==> src/rtl/alu_pkg.sv <==
`default_nettype none
// ============================================================================
// Module   : alu_pkg
// Brief    : Opcodes, FSM states, flag indices and shared helpers for alu_seq.
// Revision : 1.0 - initial release
// ============================================================================
package alu_pkg;

  localparam logic [3:0] c_OP_ADD    = 4'd0;
  localparam logic [3:0] c_OP_SUB    = 4'd1;
  localparam logic [3:0] c_OP_AND    = 4'd2;
  localparam logic [3:0] c_OP_OR     = 4'd3;
  localparam logic [3:0] c_OP_XOR    = 4'd4;
  localparam logic [3:0] c_OP_NOTA   = 4'd5;
  localparam logic [3:0] c_OP_SHL    = 4'd6;
  localparam logic [3:0] c_OP_SHR    = 4'd7;
  localparam logic [3:0] c_OP_MUL    = 4'd8;
  localparam logic [3:0] c_OP_ACCADD = 4'd9;
  localparam logic [3:0] c_OP_ACCCLR = 4'd10;
  localparam logic [3:0] c_OP_PASSB  = 4'd11;

  typedef enum logic [1:0] {
    ST_IDLE = 2'd0,
    ST_EXEC = 2'd1,
    ST_MUL  = 2'd2,
    ST_DONE = 2'd3
  } state_t;

  localparam int c_FLAG_N = 3;
  localparam int c_FLAG_Z = 2;
  localparam int c_FLAG_C = 1;
  localparam int c_FLAG_V = 0;

  // Two's-complement overflow from operand and result sign bits.
  function automatic logic signed_ovf(input logic sa, input logic sb,
                                      input logic sr, input logic is_sub);
    if (is_sub) return (sa != sb) && (sr != sa);
    else        return (sa == sb) && (sr != sa);
  endfunction

endpackage
`default_nettype wire

==> src/rtl/alu_mul_iter.sv <==
`default_nettype none
// ============================================================================
// Module   : alu_mul_iter
// Brief    : Unsigned shift-add multiplier, one partial product per enabled cycle.
// Revision : 1.0 - initial release
// ============================================================================
module alu_mul_iter #(
  parameter int W = 8
) (
  input  logic           clk,
  input  logic           reset,
  input  logic           ena,
  input  logic           start,
  input  logic [W-1:0]   a,
  input  logic [W-1:0]   b,
  output logic           last,
  output logic [2*W-1:0] product
);

  localparam int c_CW = $clog2(W + 1);

  logic [2*W-1:0] r_mcand;
  logic [W-1:0]   r_mplier;
  logic [2*W-1:0] r_prod;
  logic [c_CW-1:0] r_cnt;
  logic [2*W-1:0] w_step_prod;

  assign w_step_prod = r_prod + (r_mplier[0] ? r_mcand : '0);

  always_ff @(posedge clk or posedge reset) begin
    if (reset) begin
      r_mcand  <= '0;
      r_mplier <= '0;
      r_prod   <= '0;
      r_cnt    <= '0;
    end else if (ena) begin
      if (start) begin
        r_mcand  <= {{W{1'b0}}, a};
        r_mplier <= b;
        r_prod   <= '0;
        r_cnt    <= c_CW'(W);
      end else if (r_cnt != '0) begin
        r_prod   <= w_step_prod;
        r_mcand  <= r_mcand << 1;
        r_mplier <= r_mplier >> 1;
        r_cnt    <= r_cnt - c_CW'(1);
      end
    end
  end

  // The final partial product is exposed combinationally so the caller can
  // register it on the same edge as the last iteration.
  assign last    = (r_cnt == c_CW'(1));
  assign product = w_step_prod;

endmodule
`default_nettype wire

==> src/rtl/alu_seq.sv <==
`default_nettype none
// ============================================================================
// Module   : alu_seq
// Brief    : Sequential ALU with handshakes, accumulator, flags and iterative MUL.
// Revision : 1.0 - initial release
// ============================================================================
module alu_seq
  import alu_pkg::*;
#(
  parameter int W   = 8,
  parameter int OPW = 4
) (
  input  logic           clk,
  input  logic           reset,
  input  logic           ena,
  input  logic           in_valid,
  output logic           in_ready,
  input  logic [OPW-1:0] op,
  input  logic [W-1:0]   a,
  input  logic [W-1:0]   b,
  output logic           out_valid,
  input  logic           out_ready,
  output logic [W-1:0]   out_data,
  output logic [3:0]     flags,
  output logic [W-1:0]   acc,
  output logic           busy
);

  localparam int c_SHW = $clog2(W);

  state_t         r_state;
  state_t         w_state_next;
  logic [OPW-1:0] r_op;
  logic [W-1:0]   r_a;
  logic [W-1:0]   r_b;
  logic [W-1:0]   r_acc;
  logic [W-1:0]   r_out_data;
  logic [3:0]     r_flags;

  logic           w_accept;
  logic           w_is_mul;
  logic           w_mul_last;
  logic [2*W-1:0] w_mul_prod;
  logic [3:0]     w_mul_flags;

  logic [W:0]     w_add;
  logic [W:0]     w_sub;
  logic [W:0]     w_acc_add;
  logic [c_SHW-1:0] w_sh;
  logic [2*W-1:0] w_shl;
  logic [2*W-1:0] w_shr;

  logic [W-1:0]   w_res;
  logic           w_c;
  logic           w_v;
  logic           w_known;
  logic [W-1:0]   w_acc_next;
  logic [3:0]     w_flags;

  assign w_accept = (r_state == ST_IDLE) && in_valid && ena;
  assign w_is_mul = (op == OPW'(c_OP_MUL));

  alu_mul_iter #(
    .W(W)
  ) u_mul (
    .clk     (clk),
    .reset   (reset),
    .ena     (ena),
    .start   (w_accept && w_is_mul),
    .a       (a),
    .b       (b),
    .last    (w_mul_last),
    .product (w_mul_prod)
  );

  always_ff @(posedge clk or posedge reset) begin
    if (reset) r_state <= ST_IDLE;
    else       r_state <= w_state_next;
  end

  always_comb begin
    w_state_next = r_state;
    if (ena) begin
      case (r_state)
        ST_IDLE: if (in_valid)   w_state_next = w_is_mul ? ST_MUL : ST_EXEC;
        ST_EXEC:                 w_state_next = ST_DONE;
        ST_MUL:  if (w_mul_last) w_state_next = ST_DONE;
        ST_DONE: if (out_ready)  w_state_next = ST_IDLE;
        default:                 w_state_next = ST_IDLE;
      endcase
    end
  end

  assign w_add     = {1'b0, r_a} + {1'b0, r_b};
  assign w_sub     = {1'b0, r_a} - {1'b0, r_b};
  assign w_acc_add = {1'b0, r_acc} + {1'b0, r_a};
  assign w_sh      = r_b[c_SHW-1:0];
  // Widened shifts keep the last bit shifted out at a fixed position (bit W / W-1).
  assign w_shl     = {{W{1'b0}}, r_a} << w_sh;
  assign w_shr     = {r_a, {W{1'b0}}} >> w_sh;

  always_comb begin
    w_res      = '0;
    w_c        = 1'b0;
    w_v        = 1'b0;
    w_known    = 1'b1;
    w_acc_next = r_acc;
    case (r_op)
      OPW'(c_OP_ADD): begin
        w_res = w_add[W-1:0];
        w_c   = w_add[W];
        w_v   = signed_ovf(r_a[W-1], r_b[W-1], w_add[W-1], 1'b0);
      end
      OPW'(c_OP_SUB): begin
        w_res = w_sub[W-1:0];
        w_c   = w_sub[W];
        w_v   = signed_ovf(r_a[W-1], r_b[W-1], w_sub[W-1], 1'b1);
      end
      OPW'(c_OP_AND):  w_res = r_a & r_b;
      OPW'(c_OP_OR):   w_res = r_a | r_b;
      OPW'(c_OP_XOR):  w_res = r_a ^ r_b;
      OPW'(c_OP_NOTA): w_res = ~r_a;
      OPW'(c_OP_SHL): begin
        w_res = w_shl[W-1:0];
        w_c   = w_shl[W];
      end
      OPW'(c_OP_SHR): begin
        w_res = w_shr[2*W-1:W];
        w_c   = w_shr[W-1];
      end
      OPW'(c_OP_ACCADD): begin
        w_res      = w_acc_add[W-1:0];
        w_c        = w_acc_add[W];
        w_v        = signed_ovf(r_acc[W-1], r_a[W-1], w_acc_add[W-1], 1'b0);
        w_acc_next = w_acc_add[W-1:0];
      end
      OPW'(c_OP_ACCCLR): w_acc_next = '0;
      OPW'(c_OP_PASSB):  w_res = r_b;
      default:           w_known = 1'b0;
    endcase
  end

  always_comb begin
    w_flags = '0;
    if (w_known) begin
      w_flags[c_FLAG_N] = w_res[W-1];
      w_flags[c_FLAG_Z] = (w_res == '0);
      w_flags[c_FLAG_C] = w_c;
      w_flags[c_FLAG_V] = w_v;
    end
  end

  always_comb begin
    w_mul_flags           = '0;
    w_mul_flags[c_FLAG_N] = w_mul_prod[W-1];
    w_mul_flags[c_FLAG_Z] = (w_mul_prod[W-1:0] == '0);
    w_mul_flags[c_FLAG_C] = |w_mul_prod[2*W-1:W];
  end

  always_ff @(posedge clk or posedge reset) begin
    if (reset) begin
      r_op       <= '0;
      r_a        <= '0;
      r_b        <= '0;
      r_acc      <= '0;
      r_out_data <= '0;
      r_flags    <= '0;
    end else if (ena) begin
      if (w_accept) begin
        r_op <= op;
        r_a  <= a;
        r_b  <= b;
      end
      if (r_state == ST_EXEC) begin
        r_out_data <= w_res;
        r_flags    <= w_flags;
        r_acc      <= w_acc_next;
      end
      if ((r_state == ST_MUL) && w_mul_last) begin
        r_out_data <= w_mul_prod[W-1:0];
        r_flags    <= w_mul_flags;
      end
    end
  end

  assign in_ready  = (r_state == ST_IDLE);
  assign out_valid = (r_state == ST_DONE);
  assign busy      = (r_state != ST_IDLE);
  assign out_data  = r_out_data;
  assign flags     = r_flags;
  assign acc       = r_acc;

endmodule
`default_nettype wire

==> config.mk <==
export PLATFORM = sky130hd
export DESIGN_NAME = alu_seq
export DESIGN_NICKNAME = d
export VERILOG_FILES = /design/src/rtl/alu_pkg.sv /design/src/rtl/alu_mul_iter.sv /design/src/rtl/alu_seq.sv
export SDC_FILE = /design/constraint.sdc
export NUM_CORES = 1
export LEC_CHECK = 0
export ABC_AREA = 0
export BUFFER_PORTS_ARGS = -buffer_cell sky130_fd_sc_hd__buf_2
export CORE_MARGIN = 5
export CORE_UTILIZATION = 30
export CTS_BUF_LIST = sky130_fd_sc_hd__clkbuf_16
export DETAILED_ROUTE_END_ITERATION = 8
export SLEW_MARGIN = 10
export SYNTH_ARGS = -nofsm -noshare
export SYNTH_HDL_FRONTEND = slang
export SYNTH_HIERARCHICAL = 1
export SYNTH_SLANG_ARGS = --single-unit
==> constraint.sdc <==
create_clock -name clk -period 9.2 [get_ports clk]
set_clock_uncertainty 0.2 [all_clocks]
set_input_delay 0.46 -clock clk [delete_from_list [all_inputs] [get_ports clk]]
set_output_delay 0.46 -clock clk [all_outputs]
set_load 0.01 [all_outputs]
==> summary by stage, run 1 <==
Synthesis
The number of enable-type register cells in the synthesized netlist is 0. A synthesized cell averages around 9.0 µm². The share of synthesized cell area in full adder, half adder and majority cells is 0.1091. The sequential share of the synthesized area is 0.3106. The cell area that synthesis handed to floorplanning was around 0.0069 mm².

The fraction of the mapped netlist area in simple logic gates is 0.1734. Summed over all instances, the cell type with the most area after synthesis is sky130_fd_sc_hd__dfrtp_1. Of the total synthesized cell area, the portion taken by XOR and XNOR cells is 0.03413. After synthesis, the cell types taking the most area are sky130_fd_sc_hd__dfrtp_1 31%, sky130_fd_sc_hd__ha_1 9.8%, sky130_fd_sc_hd__o21ai_0 4.2%. The async set or reset register ratio after synthesis is 1.000. When the netlist entered floorplanning its net count stood at roughly 850. The multiplexer share of the synthesized area is 0.1026. Synthesis instantiated 71 different standard cells from the library. The share of the synthesized area in the top cell type is 0.3106. The area fraction in compound gates after synthesis is 0.2162. In the synthesized netlist the dominant register cell turns out to be sky130_fd_sc_hd__dfrtp_1. The Yosys step of the flow raised 6 warnings. The synthesized design contains 86 register bits. The main combinational cell family by area after synthesis is compound AO/OA/AOI/OAI gates. After technology mapping, the gate count stands at just under 800.

CTS
The H-tree was split into 3 levels. Clock latency on the worst-skew pair, taken at its later pin, is around 0.35 ns. Clock-pin slew was measured on the worst setup and hold paths at 0.07 ns.

The tree built by TritonCTS fans out to 86 sinks. TritonCTS built the clock tree. The number of buffers inserted by hold repair at cts is 0. The total CTS buffers is 9. The number of setup buffers added after CTS is 0. The number of gates given a new drive strength after cts is 0. The CTS root buffer is sky130_fd_sc_hd__clkbuf_16.

The deepest clock path buffer count is 2.

Worst setup path
The critical path data required time is between 9 and 10 ns. Data on the critical path arrives at its endpoint at 3.92 ns. Counting cells, the worst reg-to-reg path comes to 8. The source of the worst register-to-register timing path is r_b[0]. The critical path class is reg -> reg. The endpoint kind of the worst setup timing path is a register. The end of the critical path is flags[2]. The reg-to-reg critical path endpoint is flags[2]. The launching element of the worst setup path is r_b[0]. The setup check on the worst reg-to-reg path leaves a slack of 5.32 ns.

The element type at the critical path start is a register. Of all nets on the critical path, the largest fanout is 26.

Global routing
For this run the aggregate overflow at the end of global routing stands at 0. The number of global-route vias before repair came to between 5000 and 6000. The initial antenna violation count came to 0.

The first global-routing pass estimated about 32 mm of wire. In the global route stage, overall resource usage came out at 0.1510. Entering global routing, the biggest net connects 71 pins.

Route
The first routing iteration left approximately 350 violations. In the routed design, unresolved DRC markers number 0. The total number of vias is a little under 6000. The wire length per cell after detailed routing is approximately 18 µm. Wires add up to between 15 and 20 mm.

The first detailed-routing pass ran for 5 iterations. The remaining antenna violation count after routing is 0. The detailed-route vias per instance is 5.482.

Floorplan
The initial utilization of the core area, before any placement, comes to 0.3051. The row count is between 50 and 60. The floorplan die width is 162.0 µm. Pin placement for this block handled between 40 and 50 I/O pins. The die area is approximately 0.026 mm².

The die height is 162.0 µm. The floorplan core area is roughly 0.023 mm².

Flow run
The tool flagged a number of max-cap violations equal to 0.

Placed design
The number of buffers inserted by port buffering is 47. The routability congestion estimate from global placement is between 0.9 and 1. The placed instances occupy a cell area of between 0.007 and 0.008 mm². The wire-length estimate of the detail-placed layout is about 15 mm.

STA
The total count of max-transition violations in the final report is 0. Setup repair after global routing left no endpoint under its margin. The final-report hold violation count is 0.

The slew of the pin with the lowest slew margin is 1.115 ns. The final-report setup violation count is 0. The final worst-path cycle share is 0.4219.

The final period demand of the worst path is 3.881 ns. Measured against its own limit, the worst slew margin works out to 0.2514. The maximum frequency from static timing analysis is 257.6 MHz. Setup total negative slack on the finished layout was measured at 0 ns.

Power
The power density relative to cell area is 343.1 mW/mm². The analysis attributes to cell leakage a power of roughly 3.4 nW. The peak supply drop is roughly 0.16 mV.

Final layout
The share of layout cells above drive strength 1 is 0.1416. The area growth from synthesis to layout is 10.49%. The final cell area excluding filler cells is ~0.0077 mm². The net count reported at finish is ~870. The repair_antennas step left the layout with diodes totalling 0. The share of the core filled with cells is 0.3371.

Hold path
The min-delay analysis places its worst path in the category in -> async.

Outcome
The run finished with clean final reports.
sequential cells by signal, summed over array words and instances (netlist names):
register,flops
acc,8
flags,4
out_data,8
r_a,8
r_b,8
r_op,4
r_state,2
u_mul/r_cnt,4
u_mul/r_mcand,16
u_mul/r_mplier,8
u_mul/r_prod,16
area by class of cell:
class,count,area (µm²)
well taps,285,356.6
repair buffers,52,272.8
flip-flops and latches,86,2152
multi-input cells,596,4410
inverters,41,153.9
clock buffers,9,225.2
fillers,2381,15050
clock inverters,7,83.83
metal layers:
layer	up-vias	track usage	part of all wire
met2	191	0.2287	0.44
met4	0	0.04652	0.018
li1	2853	-	-
met5	-	0	0
met1	2827	0.2184	0.48
met3	28	0.02867	0.061
critical path, stage by stage, from the launching register on:
cell and delay, ns:
sky130_fd_sc_hd__dfrtp_1 0.99, sky130_fd_sc_hd__ha_1 0.41, sky130_fd_sc_hd__fa_1 0.44, sky130_fd_sc_hd__mux4_2 0.47, sky130_fd_sc_hd__a22o_1 0.22, sky130_fd_sc_hd__nor4_2 0.27
sky130_fd_sc_hd__nand4_1 0.14, sky130_fd_sc_hd__or4_1 0.43, sky130_fd_sc_hd__o41ai_2 0.21
worst min path at each step:
stage	slack, ns	to
finish	0.14	u_mul/r_prod[4]
floorplan	0.24	u_mul/r_mplier[7]
detailed placement	0.26	u_mul/r_mplier[7]
CTS	0.15	r_op[2]
global route	0.17	r_a[7]
global placement	0.25	u_mul/r_mplier[7]
placed cells by master, fill, tap and decap left out, types with 4 or more instances in the layout:
master / Yosys / layout
sky130_fd_sc_hd__a211oi_1: 12 / 12
sky130_fd_sc_hd__nand2_1: 73 / 73
sky130_fd_sc_hd__o31ai_1: 5 / 5
sky130_fd_sc_hd__mux2i_1: 26 / 26
sky130_fd_sc_hd__nor3_1: 10 / 10
sky130_fd_sc_hd__o21ai_0: 58 / 58
sky130_fd_sc_hd__nor4_1: 6 / 6
sky130_fd_sc_hd__nor2b_1: 8 / 8
sky130_fd_sc_hd__dfrtp_1: 86 / 86
sky130_fd_sc_hd__a221oi_1: 5 / 5
sky130_fd_sc_hd__nand3_1: 20 / 20
sky130_fd_sc_hd__ha_1: 54 / 54
sky130_fd_sc_hd__nand2b_1: 19 / 19
sky130_fd_sc_hd__or2_2: 5 / 5
sky130_fd_sc_hd__mux4_2: 9 / 9
sky130_fd_sc_hd__inv_1: 40 / 42
sky130_fd_sc_hd__buf_4: 1 / 5
sky130_fd_sc_hd__fa_1: 4 / 4
sky130_fd_sc_hd__a22o_1: 22 / 22
sky130_fd_sc_hd__nor2_1: 39 / 39
sky130_fd_sc_hd__a32oi_1: 7 / 7
sky130_fd_sc_hd__nand4_1: 7 / 7
sky130_fd_sc_hd__xnor2_1: 15 / 15
sky130_fd_sc_hd__a21o_1: 7 / 7
sky130_fd_sc_hd__o211ai_1: 8 / 8
sky130_fd_sc_hd__or3_1: 4 / 4
sky130_fd_sc_hd__mux2_2: 22 / 22
sky130_fd_sc_hd__clkbuf_16: 0 / 9
sky130_fd_sc_hd__o21a_1: 5 / 5
sky130_fd_sc_hd__o21bai_1: 7 / 7
sky130_fd_sc_hd__xor2_1: 12 / 12
sky130_fd_sc_hd__a31oi_1: 5 / 5
sky130_fd_sc_hd__a22oi_1: 6 / 6
sky130_fd_sc_hd__and2_1: 17 / 17
sky130_fd_sc_hd__buf_2: 14 / 47
sky130_fd_sc_hd__a21oi_1: 43 / 43
report_power, final:
group          internal, mW  switching [mW]
Clock                 0.235           0.155
Combinational         0.635           0.844
Sequential            0.496           0.261
per-stage QoR:
stage / instances / total power, mW / worst slack (ns) / hold slack [ns]
floorplan: 770 / 1.815 / 6.034 / 0.2380
global placement: 1060 / 2.210 / 5.429 / 0.2544
detailed placement: 1060 / 2.225 / 5.351 / 0.2609
CTS: 1076 / 2.628 / 5.320 / 0.1530
global route: 1076 / 2.844 / 5.162 / 0.1661
finish: 1076 / 2.627 / 5.319 / 0.1367
Yosys cell counts, types with 5 or more instances:
master	instances
sky130_fd_sc_hd__o31ai_1	5
sky130_fd_sc_hd__xor2_1	12
sky130_fd_sc_hd__nand2b_1	19
sky130_fd_sc_hd__mux2_2	22
sky130_fd_sc_hd__clkbuf_1	25
sky130_fd_sc_hd__o21bai_1	7
sky130_fd_sc_hd__o211ai_1	8
sky130_fd_sc_hd__dfrtp_1	86
sky130_fd_sc_hd__nor3_1	10
sky130_fd_sc_hd__a31oi_1	5
sky130_fd_sc_hd__nand4_1	7
sky130_fd_sc_hd__ha_1	54
sky130_fd_sc_hd__nand3_1	20
sky130_fd_sc_hd__nor2b_1	8
sky130_fd_sc_hd__a21o_1	7
sky130_fd_sc_hd__o21ai_0	58
sky130_fd_sc_hd__a21oi_1	43
sky130_fd_sc_hd__nor4_1	6
sky130_fd_sc_hd__or2_2	5
sky130_fd_sc_hd__and2_1	17
sky130_fd_sc_hd__inv_1	40
sky130_fd_sc_hd__a32oi_1	7
sky130_fd_sc_hd__nor2_1	39
sky130_fd_sc_hd__a211oi_1	12
sky130_fd_sc_hd__a22o_1	22
sky130_fd_sc_hd__mux2i_1	26
sky130_fd_sc_hd__mux4_2	9
sky130_fd_sc_hd__buf_2	14
sky130_fd_sc_hd__o21a_1	5
sky130_fd_sc_hd__nand2_1	73
sky130_fd_sc_hd__a22oi_1	6
sky130_fd_sc_hd__xnor2_1	15
sky130_fd_sc_hd__a221oi_1	5
logic make-up after synthesis:
kind of cell    Yosys count
simple gates            233
compound gates          221
flops                    86
buf+inv                  88
fa+ha+maj                58
xor+xnor                 27
mux                      57
Note: power is estimated with default switching activity, not from simulation.
==> run 2, diff against run 1 <==
==> constraint.sdc (replaced) <==
create_clock -name clk -period 3.6 [get_ports clk]
set_clock_uncertainty 0.2 [all_clocks]
set_input_delay 0.18 -clock clk [delete_from_list [all_inputs] [get_ports clk]]
set_output_delay 0.18 -clock clk [all_outputs]
set_load 0.01 [all_outputs]
==> summary by stage, run 2 (synthesized netlist as in run 1, its figures left out) <==
Route
The iteration count of the initial detailed-routing pass is 5 (unchanged). The detailed-route vias per instance is 5.380 (-1.9%). The residual DRC count is 0 (unchanged). The wire length per cell after detailed routing was 17.89 µm (-2.4%). The final wirelength is 19.98 mm (+1.3%).

The total number of vias is 6010 (+1.9%). The count of routing violations after the opening detailed-route iteration was 410 (+19%). The remaining antenna violation count after routing came to 0 (unchanged).

Placed design
The routability congestion estimate from global placement is 0.9490 (+1.7%). The sum of net half-perimeters after detailed placement came to 15.54 mm (+4.7%). The post-placement cell count is 1080 (+1.9%). The minimum setup slack after placement was 0.04382 ns (-5.307 ns). The number of buffers inserted by port buffering is 47 (unchanged).

CTS
TritonCTS built the clock tree. The clock latency at the later pin of the worst-skew pair came to 0.35 ns (about the same). The number of setup buffers added after CTS is 0 (unchanged). The number of levels in the clock H-tree is 3 (unchanged). The tree is rooted in a sky130_fd_sc_hd__clkbuf_16.

The deepest clock path buffer count is 2 (unchanged). The clock-pin slew of the registers on the worst-case setup and hold paths came to 0.07 ns (about the same). The clock sink count was 86 (unchanged). The total CTS buffers is 9 (unchanged).

Global routing
The initial antenna violation count was 0 (unchanged). The number of global-route vias before repair came to 5642 (-1.4%). The global-route wire length before repair came to 32.06 mm (+0.91%). The total congestion overflow after global routing is 0 (unchanged). The total global-route track usage is 0.1523 (+0.001221). The pin count of the biggest net entering global routing was 45 (-37%).

Worst setup path
The count of buffering cells on the critical path with inverters included is 0 (unchanged). The top fanout value on the critical path is 17 (-35%). The endpoint kind of the worst setup timing path is a register. The element type at the critical path start is a register.

The largest stage delay on the critical path is 0.49 ns (-0.50 ns). The critical path class is reg -> reg. The dominant cell type by count on the critical path is sky130_fd_sc_hd__a21oi_1. The cell family with the largest share of critical-path delay is compound AO/OA/AOI/OAI gates. The signal on the critical path passes through and2_1, ha_1, fa_1, a21o_1, nand3_1, a31o_2, a21oi_1, xor2_1, nor4_1, a21oi_1, a2111oi_2, o2111a_1, a221oi_1. The arrival time of data at the critical path endpoint is 3.40 ns (-0.52 ns). The critical path data required time is 3.61 ns (-5.63 ns). The worst-path cell with the longest stage delay is sky130_fd_sc_hd__dfrtp_2.

Flow run
The number of maximum-capacitance violations is 0 (unchanged).

STA
The worst hold slack after final layout is 0.1114 ns (-0.02535 ns). The total count of max-transition violations in the final report is 0 (unchanged). The worst slew slack as a fraction of its limit came to 0.3348 (+0.08333).

The maximum frequency from static timing analysis is 295.1 MHz (+15%). The final period demand of the worst path is 3.389 ns (-0.4929 ns). The final-report setup violation count is 0 (unchanged).

The final-report hold violation count is 0 (unchanged). The slack of the critical path is 0.2115 ns (-5.107 ns). The final total negative setup slack is 0 ns (unchanged).

The slew of the pin with the lowest slew margin is 0.9896 ns (-0.1257 ns). The final worst-path cycle share is 0.9413 (+0.5194). Setup repair after global routing left no endpoint under its margin.

Floorplan
The row count is 55 (unchanged). The effective utilization at floorplan is 0.3051 (unchanged). The floorplan core area was 0.02271 mm² (unchanged). The die area is 0.02623 mm² (unchanged). The die height is 162.0 µm (unchanged). The number of ports placed on the die boundary is 48 (unchanged). The floorplan die width is 162.0 µm (unchanged).

Hold path
The worst hold path belongs to the class in -> reg.

Final layout
The share of layout cells above drive strength 1 is 0.1611 (+0.01946). The net count reported at finish is 910 (+4.7%). The area growth from synthesis to layout is 15.53%. In the final layout, the registers with the most flip-flops are u_mul/r_mcand (16), u_mul/r_prod (16). The post-layout instance count excluding filler cells is 1117 (+3.8%). The library cells used most frequently in the layout, excluding fill and tap cells, are 85 x sky130_fd_sc_hd__dfrtp_1, 73 x sky130_fd_sc_hd__nand2_1, 58 x sky130_fd_sc_hd__o21ai_0. The most common cell after layout, fill and taps aside is sky130_fd_sc_hd__dfrtp_1. The number of fill cells in the layout came to 2339 (-1.8%). The antenna cell count was 0 (unchanged).

Power
The total design power was 6.826 mW (+160%). The power density relative to cell area is 852.9 mW/mm² (+150%). The leakage dissipation is 3.599 nW (+4.8%). The peak supply drop is 0.3706 mV (+130%).

Outcome
The flow ran to the end, and the final reports show no timing, DRC or antenna violations.
==> run 2: cell types whose count changed in the layout (fill, tap and decap cells not counted), sizes merged <==
| cell | previous run | this run |
|---|---|---|
| inv | 45 | 43 |
| bufinv | 2 | 1 |
| clkinv | 1 | 4 |
| buf | 52 | 72 |
| dlygate4sd3 | 0 | 21 |
==> run 2: final timing paths <==
| path | slack, ns | cells past startpoint | endpoint | startpoint |
|---|---|---|---|---|
| max in group asynchronous | 2.14 | 3 | u_mul/r_mplier[0] | reset |
| worst min register to register | 0.27 | 2 | out_data[3] | out_data[3] |
| min in group asynchronous | 0.39 | 3 | out_data[0] | reset |
| worst max-delay path | 0.21 | 13 | flags[1] | u_mul/r_mplier[0] |
| worst max register to register | 0.21 | 13 | flags[1] | u_mul/r_mplier[0] |
| worst min-delay path | 0.11 | 4 | r_state[0] | in_valid |
==> run 2: power by group <==
group | switching (mW) | internal, mW
Combinational | 2.38 | 1.76
Sequential | 0.474 | 1.27
Clock | 0.404 | 0.535
Total | 3.26 | 3.57
==> run 2: area by class of cell <==
type,instances,area (µm²),area share
repair buffers,93,633.1,0.07910
clock buffers,9,225.2,0.02814
flip-flops and latches,86,2153,0.2690
inverters,41,153.9,0.01923
clock inverters,7,65.06,0.008129
multi-input cells,596,4417,0.5518
well taps,285,356.6,0.04455
==> run 2: metrics by stage <==
| stage | util | area, µm² |
|---|---|---|
| after floorplan | - | 6928 |
| after global placement | 0.3301 | 7496 |
| after detailed placement | 0.3301 | 7496 |
| after CTS | 0.3521 | 7996 |
| after global routing | 0.3525 | 8004 |
| final | 0.3525 | 8004 |
==> run 2: routing by layer <==
metal / wire (µm) / vias up / global-route usage
met5: 0 / - / 0
met4: 283 / 0 / 0.03191
met3: 1075 / 18 / 0.02334
met2: 8847 / 183 / 0.2302
met1: 9774 / 2873 / 0.2301
li1: - / 2936 / -
==> run 2: repair_timing <==
action	CTS	global route
gates resized for setup	0	3
hold endpoints to repair	117	0
hold buffers	21	0
endpoints found under the setup margin	0	1
==> run 2: worst min-delay path, stage by stage <==
cell,delay (ns)
sky130_fd_sc_hd__buf_2,0.10
sky130_fd_sc_hd__o2111ai_1,0.17
sky130_fd_sc_hd__nand2_1,0.10
sky130_fd_sc_hd__o21ai_0,0.07
==> run 3, diff against run 2 <==
==> constraint.sdc (replaced) <==
create_clock -name clk -period 3.77 [get_ports clk]
set_clock_uncertainty 0.2 [all_clocks]
set_input_delay 0.1885 -clock clk [delete_from_list [all_inputs] [get_ports clk]]
set_output_delay 0.1885 -clock clk [all_outputs]
set_load 0.01 [all_outputs]
==> summary by stage, run 3 (synthesized netlist as in run 1, its figures left out) <==
Outcome
The flow ran to the end, and the final reports show no timing, DRC or antenna violations.

STA
The final-report setup violation count is 0 (unchanged). The slew of the pin with the lowest slew margin is 1.092 ns (+0.1029 ns). The worst slew slack as a fraction of its limit is 0.2668 (-0.06797). Setup repair after global routing left no endpoint under its margin. The final-report hold violation count is 0 (unchanged).

The final worst-path cycle share came to 0.9189 (-0.02235). The slack of the critical path was 0.3057 ns (+0.09425 ns). The maximum frequency from static timing analysis is 288.7 MHz (-2.2%). The total count of max-transition violations in the final report is 0 (unchanged). The final period demand of the worst path is 3.464 ns (+0.07575 ns).

The final total negative setup slack came to 0 ns (unchanged).

Worst setup path
Tracing the worst setup path back leads to its startpoint at u_mul/r_mplier[0]. The critical path class is reg -> reg. The arrival time of data at the critical path endpoint is 3.47 ns (+0.07 ns). The element type at the critical path start is a register. The dominant cell type by count on the critical path is sky130_fd_sc_hd__a21oi_1. The top fanout value on the critical path came to 17 (unchanged). The largest stage delay on the critical path came to 0.50 ns (about the same). The endpoint kind of the worst setup timing path is a register. The worst-path cell with the longest stage delay is sky130_fd_sc_hd__dfrtp_1. The critical path data required time was 3.78 ns (+0.17 ns). Walking the worst path, the cells encountered are and2_1, ha_1, fa_1, a21o_1, nand3_1, a31o_2, a21oi_1, xor2_1, nor4_2, a21oi_1, a2111oi_0, o2111a_1, a221oi_1. In this run the critical register-to-register path is launched from u_mul/r_mplier[0].

Global routing
The pin count of the biggest net entering global routing was 45 (unchanged). The initial antenna violation count is 0 (unchanged). The number of global-route vias before repair was 5783 (+2.5%). The total congestion overflow after global routing came to 0 (unchanged). The global-route wire length before repair was 32.17 mm (+0.34%). The total global-route track usage is 0.1541 (+0.001840).

CTS
The number of levels in the clock H-tree is 3 (unchanged). The deepest clock path buffer count came to 2 (unchanged). The clock-pin slew of the registers on the worst-case setup and hold paths is 0.07 ns (about the same). The total CTS buffers was 9 (unchanged).

The clock latency at the later pin of the worst-skew pair is 0.36 ns (about the same). TritonCTS built the clock tree. The number of setup buffers added after CTS is 0 (unchanged).

The CTS root buffer is sky130_fd_sc_hd__clkbuf_16. The clock sink count is 86 (unchanged).

Route
The residual DRC count is 0 (unchanged). The count of routing violations after the opening detailed-route iteration is 406 (-0.98%). The wire length per cell after detailed routing is 17.93 µm (+0.23%). The iteration count of the initial detailed-routing pass is 5 (unchanged). The final wirelength came to 20.01 mm (+0.15%). The detailed-route vias per instance is 5.378 (about the same).

The remaining antenna violation count after routing came to 0 (unchanged). The total number of vias is 6002 (-0.13%).

Final layout
The net count reported at finish is 909 (-0.11%). The number of fill cells in the layout is 2356 (+0.73%). The largest registers in the layout are u_mul/r_mcand (16), u_mul/r_prod (16). The most common cell after layout, fill and taps aside is sky130_fd_sc_hd__dfrtp_1. Relative to the synthesized area, the layout overhead comes to 15.39%. The top cell types in the final layout, fill and taps aside, are 86 x sky130_fd_sc_hd__dfrtp_1, 73 x sky130_fd_sc_hd__nand2_1, 58 x sky130_fd_sc_hd__o21ai_0. The share of layout cells above drive strength 1 is 0.1613 (+0.0001938). The antenna cell count came to 0 (unchanged). The post-layout instance count excluding filler cells is 1116 (-0.090%).

The share of the core filled with cells is 0.3520 (-0.0004410).

Power
The power density relative to cell area came to 816.1 mW/mm² (-4.3%). The leakage dissipation is 3.597 nW (about the same). The peak supply drop is 0.3563 mV (-3.9%). The total design power was 6.524 mW (-4.4%).

Placed design
The routability congestion estimate from global placement came to 0.9258 (-2.4%). The sum of net half-perimeters after detailed placement is 15.44 mm (-0.59%). The post-placement cell count is 1079 (-0.093%). The minimum setup slack after placement is 0.2536 ns (+0.2098 ns).

The number of buffers inserted by port buffering is 47 (unchanged).

Floorplan
The die height is 162.0 µm (unchanged). The floorplan core area is 0.02271 mm² (unchanged). The effective utilization at floorplan is 0.3051 (unchanged). The number of ports placed on the die boundary was 48 (unchanged). The die area is 0.02623 mm² (unchanged). The row count is 55 (unchanged). The floorplan die width is 162.0 µm (unchanged).

Flow run
The number of maximum-capacitance violations is 0 (unchanged).

Hold path
The worst hold path belongs to the class in -> reg. The launch point of the worst hold path is in_valid.
run 3: final timing paths:
path / slack (ns) / cells past startpoint / endpoint
max reg2reg: 0.31 / 13 / flags[1]
max in group asynchronous: 2.34 / 3 / u_mul/r_mplier[1]
min reg2reg: 0.27 / 2 / out_data[4]
min: 0.09 / 4 / r_state[0]
min in group asynchronous: 0.40 / 3 / out_data[0]
max: 0.31 / 13 / flags[1]
run 3: report_power, final:
group | switching [mW] | leakage (nW) | internal [mW]
logic | 2.31 | 2.32 | 1.67
clock network | 0.402 | 0.144 | 0.510
registers | 0.418 | 1.13 | 1.22
run 3: area by class of cell:
cell class	instances	area (µm²)	area share
multi-input cells	596	4417	0.5525
flip-flops and latches	86	2152	0.2692
repair buffers	92	625.6	0.07826
well taps	285	356.6	0.04461
clock buffers	9	225.2	0.02817
inverters	41	153.9	0.01925
clock inverters	7	63.81	0.007982
run 3: per-stage QoR:
step | hold WS [ns] | area (µm²)
final | 0.08670 | 7994
after global routing | 0.1221 | 7994
after CTS | 0.08551 | 7988
after detailed placement | 0.2369 | 7488
after global placement | 0.2386 | 7488
after floorplan | 0.1330 | 6928
run 3: timing repair:
action / 4_1_cts / 5_1_grt
hold buffers: 21 / 0
resized for setup: 0 / 1
endpoints found under the setup margin: 0 / 1
endpoints found under the hold margin: 119 / 0
run 3: critical path, delay by kind of cell, from the launching register on:
family | cells | cell delay, ns
compound gates | 7 | 1.26
xor+xnor | 1 | 0.16
fa+ha+maj | 2 | 0.61
flops | 1 | 0.50
simple gates | 3 | 0.59
run 3: metal layers:
metal | global-route usage | up-vias | share of wire
met1 | 0.2286 | 2887 | 0.49
met4 | 0.04383 | 0 | 0.018
met2 | 0.2319 | 161 | 0.44
li1 | - | 2937 | -
met3 | 0.02411 | 17 | 0.051
met5 | 0 | - | 0
